### config.mk
export PLATFORM = sky130hd
export DESIGN_NAME = n_bit_sqrt_seq
export DESIGN_NICKNAME = d
export VERILOG_FILES = /design/src/rtl/n_bit_sqrt_pkg.sv /design/src/rtl/n_bit_sqrt_step.sv /design/src/rtl/n_bit_sqrt_seq.sv
export SDC_FILE = /design/constraint.sdc
export NUM_CORES = 1
export LEC_CHECK = 0
export ABC_AREA = 1
export ABC_CLOCK_PERIOD_IN_PS = 1700
export CAP_MARGIN = 20
export CORE_MARGIN = 1
export CORE_UTILIZATION = 45
export DETAILED_ROUTE_END_ITERATION = 16
export GPL_TIMING_DRIVEN = 0
export PLACE_DENSITY = 0.77
export SYNTH_ARGS = -nofsm -noshare
export SYNTH_HDL_FRONTEND = slang
export SYNTH_HIERARCHICAL = 1
export SYNTH_SLANG_ARGS = --single-unit
### constraint.sdc
create_clock -name clk -period 1.7 [get_ports clk]
set_input_delay 0.34 -clock clk [delete_from_list [all_inputs] [get_ports clk]]
set_output_delay 0.34 -clock clk [all_outputs]
set_load 0.02 [all_outputs]
### src/rtl/n_bit_sqrt_pkg.sv
// Shared types and width helpers for the sequential integer square-root unit.
package n_bit_sqrt_pkg;

   typedef enum logic [1:0] {
      IDLE = 2'd0,
      CALC = 2'd1,
      DONE = 2'd2
   } state_t;

   function automatic int root_w(input int n);
      return n;
   endfunction

   function automatic int rem_w(input int n);
      return n + 1;
   endfunction

   function automatic int part_w(input int n);
      return n + 2;
   endfunction

   function automatic int clog2(input int n);
      int r;
      r = 0;
      for (int i = 0; i < 32; i++) begin
         if ((1 << r) < n) r = r + 1;
      end
      return r;
   endfunction

endpackage

### src/rtl/n_bit_sqrt_step.sv
// One restoring square-root iteration: trial subtract of {proot,01} from {prem,bits}.
module n_bit_sqrt_step
   import n_bit_sqrt_pkg::*;
#(
   parameter int N = 4
) (
   input  logic [N+1:0] prem,
   input  logic [N-1:0] proot,
   input  logic [1:0]   bits,
   output logic [N+1:0] prem_n,
   output logic         rbit
);

   logic         borrow;
   logic [N+1:0] trial;
   logic         neg;

   // Upper prem bits are zero for legal operands; a set bit would make the trial positive.
   always_comb begin
      {borrow, trial} = {1'b0, prem[N-1:0], bits} - {1'b0, proot, 2'b01};
      neg    = borrow & ~(|prem[N+1:N]);
      rbit   = ~neg;
      prem_n = neg ? {prem[N-1:0], bits} : trial;
   end

endmodule

### src/rtl/n_bit_sqrt_seq.sv
// Sequential floor square root, one root bit per clock, valid/ready on both sides.
// Optional self-check output check_err when N_BIT_SQRT_CHECK_EN is defined.
module n_bit_sqrt_seq
   import n_bit_sqrt_pkg::*;
#(
   parameter int N = 4
) (
   input  logic           clk,
   input  logic           rst,
   input  logic           in_valid,
   output logic           in_ready,
   input  logic [2*N-1:0] radicand,
   output logic           out_valid,
   input  logic           out_ready,
   output logic [N-1:0]   root,
   output logic [N:0]     rem,
   output logic           busy
`ifdef N_BIT_SQRT_CHECK_EN
   ,
   output logic           check_err
`endif
);

   localparam int RW = root_w(N);
   localparam int MW = rem_w(N);
   localparam int PW = part_w(N);
   localparam int CW = clog2(N);

   state_t          state;
   logic [2*N-1:0]  rad_sr;
   logic [RW-1:0]   proot;
   logic [PW-1:0]   prem;
   logic [CW-1:0]   cnt;
   logic [PW-1:0]   prem_n;
   logic            rbit;
   logic [RW-1:0]   root_n;

   n_bit_sqrt_step #(.N(N)) u_step (
      .prem   (prem),
      .proot  (proot),
      .bits   (rad_sr[2*N-1:2*N-2]),
      .prem_n (prem_n),
      .rbit   (rbit)
   );

   assign root_n   = {proot[RW-2:0], rbit};
   assign in_ready = (state == IDLE);
   assign busy     = (state != IDLE);

`ifdef N_BIT_SQRT_CHECK_EN
   logic [2*N-1:0] rad_copy;
   logic [2*N+1:0] rn_w;
   logic [2*N+1:0] recon;
   logic           calc_err;

   always_comb begin
      rn_w     = {{(N+2){1'b0}}, root_n};
      recon    = rn_w * rn_w + {{(N+1){1'b0}}, prem_n[MW-1:0]};
      calc_err = (recon != {2'b00, rad_copy}) || (prem_n[MW-1:0] > {root_n, 1'b0});
   end
`endif

   always_ff @(posedge clk) begin
      if (rst) begin
         state     <= IDLE;
         rad_sr    <= '0;
         proot     <= '0;
         prem      <= '0;
         cnt       <= '0;
         root      <= '0;
         rem       <= '0;
         out_valid <= 1'b0;
`ifdef N_BIT_SQRT_CHECK_EN
         rad_copy  <= '0;
         check_err <= 1'b0;
`endif
      end else begin
         case (state)
            IDLE: begin
               if (in_valid) begin
                  rad_sr <= radicand;
                  proot  <= '0;
                  prem   <= '0;
                  cnt    <= CW'(N - 1);
                  state  <= CALC;
`ifdef N_BIT_SQRT_CHECK_EN
                  rad_copy <= radicand;
`endif
               end
            end
            CALC: begin
               prem   <= prem_n;
               proot  <= root_n;
               rad_sr <= {rad_sr[2*N-3:0], 2'b00};
               if (cnt == '0) begin
                  root      <= root_n;
                  rem       <= prem_n[MW-1:0];
                  out_valid <= 1'b1;
                  state     <= DONE;
`ifdef N_BIT_SQRT_CHECK_EN
                  check_err <= calc_err;
`endif
               end else begin
                  cnt <= cnt - 1'b1;
               end
            end
            DONE: begin
               if (out_ready) begin
                  out_valid <= 1'b0;
                  state     <= IDLE;
`ifdef N_BIT_SQRT_CHECK_EN
                  check_err <= 1'b0;
`endif
               end
            end
            default: state <= IDLE;
         endcase
      end
   end

endmodule

# Word level (Yosys, flattened, before mapping)
# Cells that the tools add are included.
[totals] regBits=32 ram_bits=0 n_memories=0 out_inout_bits=12 word_cells=47 latchBits=0 input_bits=12 rom_bits=0
[op_classes] div=0 shifts=0 reduce_logical=11 multipliers=0 order_cmp=0 eq_ne=6 bitwise_logic=3 add_sub_neg=2 mux=17
[op_table] cell="8-bit case mux with 2 select lines" count=1
[op_table] cell="6-bit two-way mux" count=2
[op_table] cell="6-bit case mux with 2 select lines" count=1
[op_table] cell="2-bit two-way mux" count=5
[op_table] cell="3-bit AND reduction" count=3
[op_table] cell="8-bit two-way mux" count=1
[op_table] cell="2-bit inequality test (second input constant)" count=4
[op_table] cell="4-bit case mux with 2 select lines" count=1
[op_table] cell="6-bit by 6-bit subtractor with 7-bit output" count=1
[op_table] cell="2-bit case mux with 3 select lines" count=1
[op_table] cell="2-bit nonzero test" count=3
[op_table] cell="2-bit zero test" count=2
[op_table] cell="4-bit two-way mux" count=1
[op_table] cell="2-bit case mux with 2 select lines" count=1
[op_table] cell="2-bit AND reduction" count=2
[op_table] cell="2-bit by 1-bit equality test with 1-bit output (second input constant)" count=1
[op_table] cell="2-bit equality test (second input constant)" count=1
[op_table] cell="1-bit two-way mux" count=2
[op_table] cell="1-bit NOT" count=2
[op_table] cell="1-bit case mux with 2 select lines" count=1
[op_table] cell="2-bit OR reduction" count=1
[op_table] cell="2-bit by 1-bit subtractor with 2-bit output (second input constant)" count=1
[op_table] cell="1-bit AND" count=1

# Longest topological paths before layout
# Gate-level depths: netlist of the first run.
[logic_depth] word_depth=5 ltp_mapped=13

# By module
# The synthesis of the first run kept the hierarchy.
[modules_own_cells] mod="n_bit_sqrt_seq" cells_each=219 area_each_um2=1471.4 instances=1
[modules_own_cells] mod="n_bit_sqrt_step" cells_each=68 area_each_um2=391.6 instances=1

# Worst setup path after synthesis of the first run
# Ideal clock, no wire load.
[synth_timing] kind="reg-to-reg" start="register proot[2]" end="register rem[1]" path_buffers=0 setup_slack_ns=0.167 stages_incl_launch_ff=12 period_less_slack_ns=1.533 arrival_time_ns=1.469 cell_sequence="dfxtp_1 > inv_1 > ha_1 > nand2_2 > inv_1 > nand2_2 > nand4_4 > o21ai_1 > inv_1 > nand2_1 > nand2_1 > nor2_1"
[synth_via] elab_chain_len=3
[synth_lines] item="from (decl)" line_no="n_bit_sqrt_seq.sv:31" text="logic [RW-1:0] proot;"
[synth_lines] item="from (signal assigned)" line_no="n_bit_sqrt_seq.sv:93" text="proot <= root_n;"
[synth_lines] item="6-bit by 6-bit subtractor with 7-bit output" line_no="n_bit_sqrt_step.sv:20" text="{borrow, trial} = {1'b0, prem[N-1:0], bits} - {1'b0, proot, 2'b01};"
[synth_lines] item="1-bit AND" line_no="n_bit_sqrt_step.sv:21" text="neg = borrow & ~(|prem[N+1:N]);"
[synth_lines] item="6-bit two-way mux" line_no="n_bit_sqrt_step.sv:23" text="prem_n = neg ? {prem[N-1:0], bits} : trial;"
[synth_lines] item="net prem_n[1]" line_no="n_bit_sqrt_seq.sv:34" text="logic [PW-1:0] prem_n;"
[synth_lines] item="to (signal assigned)" line_no="n_bit_sqrt_seq.sv:97" text="rem <= prem_n[MW-1:0];"
[synth_lines] item="to (decl)" line_no="n_bit_sqrt_seq.sv:16" text="output logic [N:0] rem,"
# The timed path passes the listed nets, and every way through them passes these cells.
# A chain may end at the register's enable or synchronous reset.

# Final worst setup path of the first run
[layout_timing] start="register state[0]" end="output port in_ready"
[layout_via] elab_chain_len=1
[layout_lines] item="from (decl)" line_no="n_bit_sqrt_seq.sv:29" text="state_t state;"
[layout_lines] item="from (signal assigned)" line_no="n_bit_sqrt_seq.sv:65" text="state <= IDLE;"
[layout_lines] item="from (signal assigned)" line_no="n_bit_sqrt_seq.sv:85" text="state <= CALC;"
[layout_lines] item="from (signal assigned)" line_no="n_bit_sqrt_seq.sv:99" text="state <= DONE;"
[layout_lines] item="2-bit zero test" line_no="n_bit_sqrt_seq.sv:47" text="assign in_ready = (state == IDLE);"
[layout_lines] item="to (decl)" line_no="n_bit_sqrt_seq.sv:11" text="output logic in_ready,"
# No other way between the ends.

==> impl_metrics.py, run 1 <==
metrics = {
    "outcome": {
        "outcome": "complete, no violations",
    },
    "logic_synthesis": {
        "ys_seq_area_share_pct": 34.4,
        "syn-instance-count": 287,
        "ys_types": 27,
        "yosysWarnings": 6,
        "syn_nets": 306,
        "syn_area_um2": 1860,
        "synth_area_per_cell_um2": 6.49,
        "ys_ff_latch": 32,
    },
    "worst_setup_path": {
        "critical_path_buf_inv_count": 2,
        "cp-start-kind": "flop",
        "crit_fanout": 10,
        "critPathTopFamily": "buffers and inverters",
        "arrival_ns": 1.28,
        "critical_path_class": "reg -> out",
        "cp_data_required_time_ns": 1.36,
        "max_stage_delay_ns": 0.35,
        "worstPathCellList": "buf_6 -> nor2_4 -> dlygate4sd2_1",
        "crit_path_end_kind": "output port",
        "cp_slowest_cell": "dlygate4sd2_1",
    },
    "cts": {
        "clock-sinks": 32,
        "cts_made_buffers": 5,
        "cts_max_level": 2,
        "cts_hold_buf": 0,
        "clkSlewWorstSetupHoldPaths_ns": 0.07,
        "clk_latency_ns": 0.29,
        "cts_buffer_depth": 2,
        "root_buffer": "clkbuf_8",
        "cts_tree": "built",
    },
    "place": {
        "io_buffer_count": 22,
        "place_ws_ns": -0.106,
        "dp_hpwl_um": 2840,
        "gp_congestion": 0.885,
    },
    "sta": {
        "slew_headroom_pct": 66.4,
        "rsz0062_at_grt": "yes",
        "slew_violations": 0,
        "timing_hold_violations_final": 0,
        "tns_ns": 0,
        "worst_pin_slew_ns": 0.503,
        "worst_slack_ns": 0.0849,
        "fmaxAchievable_mhz": 619,
        "fin_skew_ns": 0.00862,
        "period_share_pct": 95.0,
        "layout_min_cycle_time_ns": 1.62,
        "finalSetupViolations": 0,
    },
    "drt": {
        "vias": 1736,
        "drt_first_pass_iters": 4,
        "drc_errors": 0,
        "drtAntennaViolNets": 0,
        "drtIter0Drc": 74,
        "finalWirelength_um": 4070,
        "viasPerCell": 4.68,
        "post_drt_wl_per_cell_um": 11.0,
    },
    "floorplan": {
        "ios": 24,
        "dieWidth_um": 66.3,
        "core_um2": 4000,
        "initial_core_util_pct": 46.6,
        "dieArea_um2": 4400,
        "die_y_um": 66.3,
        "rows": 23,
    },
    "job": {
        "maxCapViolCount": 0,
    },
    "final_layout": {
        "fill_cells": 395,
        "multi_input_area_um2": 1030,
        "drive_gt1_share_pct": 15.6,
        "regArea_um2": 646,
        "layout_common_cells": "98 x nand2_1, 51 x inv_1, 28 x dfxtp_1, 27 x nor2_1, 20 x clkdlybuf4s50_1",
        "layout_commonest_cell": "nand2_1",
        "nNetsFinal": 339,
        "antenna_cells": 0,
        "area_growth_pct": 26.3,
    },
    "global_route": {
        "grt_max_degree": 12,
        "grtUsageTotal_pct": 20.4,
        "grt-ovfl-total": 0,
        "grt_pass1_vias": 1535,
        "antenna_found_initial": 0,
        "grt_pass1_wl_um": 6680,
    },
    "worst_hold_path": {
        "worstHoldPathType": "in -> reg",
    },
    "power_and_ir_drop": {
        "leakage_nw": 1.08,
        "power.total_mw": 2.44,
        "powerDensity_nw_per_um2": 1040,
        "ir_drop_uv": 537,
    },
}
[stage by stage]
| stage | cells | cell area [um^2] | hold slack [ns] | utilization [%] |
|---|---|---|---|---|
| floorplan | 287 | 1860 | 0.439 | - |
| global placement | 359 | 2150 | 0.448 | 53.6 |
| detailed placement | 359 | 2150 | 0.455 | 53.6 |
| CTS | 368 | 2290 | 0.322 | 57.2 |
| global route | 371 | 2350 | 0.326 | 58.8 |
| finish | 371 | 2350 | 0.326 | 58.8 |
[report_power, final]
group	internal, mW	switching, mW
Combinational	0.402	0.570
Sequential	0.823	0.0572
Clock	0.285	0.303
[registers in the layout, indices dropped and copies added, names as in the netlist]
name / flops
proot: 4
out_valid: 1
cnt: 2
state: 2
rem: 5
rad_sr: 8
prem: 6
root: 4
[repair_timing]
action                                  CTS  global route
resized for setup                         9            13
endpoints found under the setup margin   13            15
pin swaps                                 2             3
setup buffers                             1             3
[layer usage]
metal	wire [um]	part of all wire (%)	track usage [%]
met1	1820	45	24.2
met2	2040	50	34.2
met3	153	3.8	6.38
met4	60	1.5	7.45
met5	0	0	0
[final timing paths]
| kind | slack (ns) | to | depth (start not counted) | start |
|---|---|---|---|---|
| max | 0.08 | in_ready | 3 | state[0] |
| min | 0.33 | proot[3] | 2 | rst |
| max reg2reg | 0.10 | rem[1] | 11 | proot[1] |
| min reg2reg | 0.46 | out_valid | 2 | out_valid |
[cells in the mapped netlist]
cell type	instances	area, um^2
o21ai_1	5	25.0
buf_6	4	45.0
nor2_1	28	105
clkbuf_1	1	3.75
o21ai_4	1	16.3
xor2_1	1	8.76
dfxtp_1	32	641
nand3b_1	1	7.51
and2_4	1	8.76
clkinv_1	1	3.75
nand2_2	4	25.0
clkbuf_8	1	13.8
inv_1	53	199
nand4_1	5	31.3
nand2_1	98	368
nand2_4	1	11.3
xnor2_1	1	8.76
nand3_2	1	10.0
a21oi_2	1	8.76
nor2_2	2	12.5
inv_2	2	7.51
nor2_4	3	33.8
nand4_4	1	21.3
a21oi_1	17	85.1
nand3_1	14	70.1
buf_2	1	5.00
ha_1	7	87.6
[cell families after synthesis]
logic type	Yosys count	share of synthesized area (%)
and+or+nand+nor	159	37.8
DFF	32	34.4
buffers and inverters	63	14.9
xor gates and xnor gates	2	0.940
adders and majority gates	7	4.70
AOI/OAI and AO/OA	24	7.25
[cell type report]
type	count	share of cell area, %
Multi-Input combinational cell	192	43.8
Sequential cell	32	27.4
Timing Repair Buffer	26	10.6
Inverter	56	8.94
Clock buffer	5	2.93
Buffer	7	2.87
Tap cell	50	2.66
Clock inverter	3	0.798
(Power assumes the default switching activity.)
==> run 2, diff against run 1 <==
--- a/config.mk
+++ b/config.mk
@@ -13,6 +13,7 @@
 export DETAILED_ROUTE_END_ITERATION = 16
 export GPL_TIMING_DRIVEN = 0
 export PLACE_DENSITY = 0.77
+export SETUP_SLACK_MARGIN = 0.5
 export SYNTH_ARGS = -nofsm -noshare
 export SYNTH_HDL_FRONTEND = slang
 export SYNTH_HIERARCHICAL = 1
==> run 2 against run 1 <==
  * Total power increased by 14%
  * Non-clock buffer count increased by 20
  * Global-route usage increased by 2.1 points
  * First-iteration DRC count increased by 120%
  * Combinational power increased by 31%
  * Worst setup slack improved by 0.038 ns
  * Final cell count increased by 5.7%
  * Critical endpoint is now rem[3]
==> impl_metrics.py, run 2 (synthesis results as in run 1) <==
metrics = {
    "floorplan": {
        "core_um2": 4000,
        "ios": 24,
        "rows": 23,
        "initial_core_util_pct": 46.6,
        "dieWidth_um": 66.3,
        "dieArea_um2": 4400,
        "die_y_um": 66.3,
    },
    "power_and_ir_drop": {
        "powerDensity_nw_per_um2": 1060,
        "power.total_mw": 2.79,
        "leakage_nw": 1.24,
        "ir_drop_uv": 675,
    },
    "worst_setup_path": {
        "worstPathCellList": "inv_2 -> ha_4 -> nand2_4 -> nor2_4 -> nand2_4 -> nand4_4 -> nand2_2 -> nand2_2 -> inv_1 -> nand2_1 -> nand2_1 -> nor2_1",
        "arrival_ns": 1.80,
        "critical_path_buf_inv_count": 2,
        "cp.depth": 12,
        "cp_slowest_cell": "dfxtp_2",
        "critical_path_class": "reg -> reg",
        "cp-start-kind": "flop",
        "critPathTopFamily": "simple AND/OR/NAND/NOR gates",
        "crit_path_end_kind": "flop",
        "max_stage_delay_ns": 0.34,
        "cp_data_required_time_ns": 1.93,
        "rr_worst_depth": 12,
        "crit_fanout": 6,
    },
    "sta": {
        "fmaxAchievable_mhz": 634,
        "period_share_pct": 92.8,
        "finalSetupViolations": 0,
        "worst_pin_slew_ns": 0.576,
        "layout_min_cycle_time_ns": 1.58,
        "rsz0062_at_grt": "yes",
        "slew_headroom_pct": 61.6,
        "fin_skew_ns": 0.00361,
        "worst_slack_ns": 0.123,
        "timing_hold_violations_final": 0,
        "tns_ns": 0,
        "slew_violations": 0,
        "hold_ws_ns": 0.331,
    },
    "drt": {
        "drc_errors": 0,
        "drtAntennaViolNets": 0,
        "viasPerCell": 4.94,
        "post_drt_wl_per_cell_um": 12.3,
        "vias": 1938,
        "drtIter0Drc": 161,
        "drt_first_pass_iters": 4,
        "finalWirelength_um": 4840,
    },
    "cts": {
        "cts_tree": "built",
        "cts_made_buffers": 5,
        "cts_hold_buf": 0,
        "clkSlewWorstSetupHoldPaths_ns": 0.06,
        "cts_buffer_depth": 2,
        "clock-sinks": 32,
        "cts_max_level": 2,
        "root_buffer": "clkbuf_8",
        "clk_latency_ns": 0.29,
    },
    "global_route": {
        "antenna_found_initial": 0,
        "grt_max_degree": 11,
        "grt-ovfl-total": 0,
        "grtUsageTotal_pct": 22.5,
        "grt_pass1_vias": 1678,
        "grt_pass1_wl_um": 7360,
    },
    "worst_hold_path": {
        "hold_path_depth": 2,
        "worstHoldPathType": "in -> reg",
    },
    "final_layout": {
        "final_util_pct": 66.0,
        "stdcell_count": 392,
        "fill_cells": 338,
        "layout_commonest_cell": "nand2_1",
        "top_register": "rad_sr",
        "drive_gt1_share_pct": 34.5,
        "antenna_cells": 0,
        "area_growth_pct": 41.7,
        "final_area_um2": 2640,
        "reg_top3": "rad_sr x8, prem x6, rem x5",
        "largest_register_ffs": 8,
        "layout_common_cells": "87 x nand2_1, 44 x inv_1, 27 x nor2_1, 20 x dfxtp_1, 19 x buf_4",
        "nNetsFinal": 361,
    },
    "place": {
        "dp_cells": 359,
        "gp_congestion": 0.806,
        "place_ws_ns": 0.0858,
        "io_buffer_count": 22,
        "dp_hpwl_um": 2750,
        "placed_area_um2": 2240,
    },
    "job": {
        "maxCapViolCount": 0,
    },
    "outcome": {
        "outcome": "complete, no violations",
    },
}
[run 2: path summary, 6_finish.rpt]
check | to | start | slack, ns
hold / removal | proot[3] | rst | 0.33
setup / recovery | rem[3] | proot[2] | 0.12
hold reg to reg | rad_sr[0] | rad_sr[0] | 0.46
setup reg to reg | rem[3] | proot[2] | 0.12
[run 2: area by class of cell]
cell class,instances,area (um^2),area share [%]
buffer,7,67.6,2.56
clock buffer,7,96.3,3.65
inverter,56,220,8.34
multi-input combinational,194,1150,43.7
sequential,32,656,24.8
tap,50,62.6,2.37
timing repair buffer,46,383,14.5
[run 2: metal layers]
metal	share of wire [%]	global-route usage [%]
met3	5.6	6.55
met1	41	25.5
met4	2.2	6.65
met2	51	40.3
met5	0	0
[run 2: worst register-to-register path: cells and delay by family, from the launching register on]
kind | cells | cell delay [ns]
fa+ha+maj | 1 | 0.30
buf+inv | 2 | 0.09
flops | 1 | 0.34
simple gates | 9 | 0.79
[run 2: where the power goes]
part	internal (mW)	switching [mW]	leakage [nW]
combinational	0.553	0.720	0.925
sequential	0.828	0.0545	0.267
clock	0.360	0.275	0.0503
[run 2: timing repair]
item,4_1_cts,5_1_grt
pin swaps,17,13
setup endpoints to repair,40,26
setup buffers,16,7
gates cloned,3,0
resized for setup,74,28
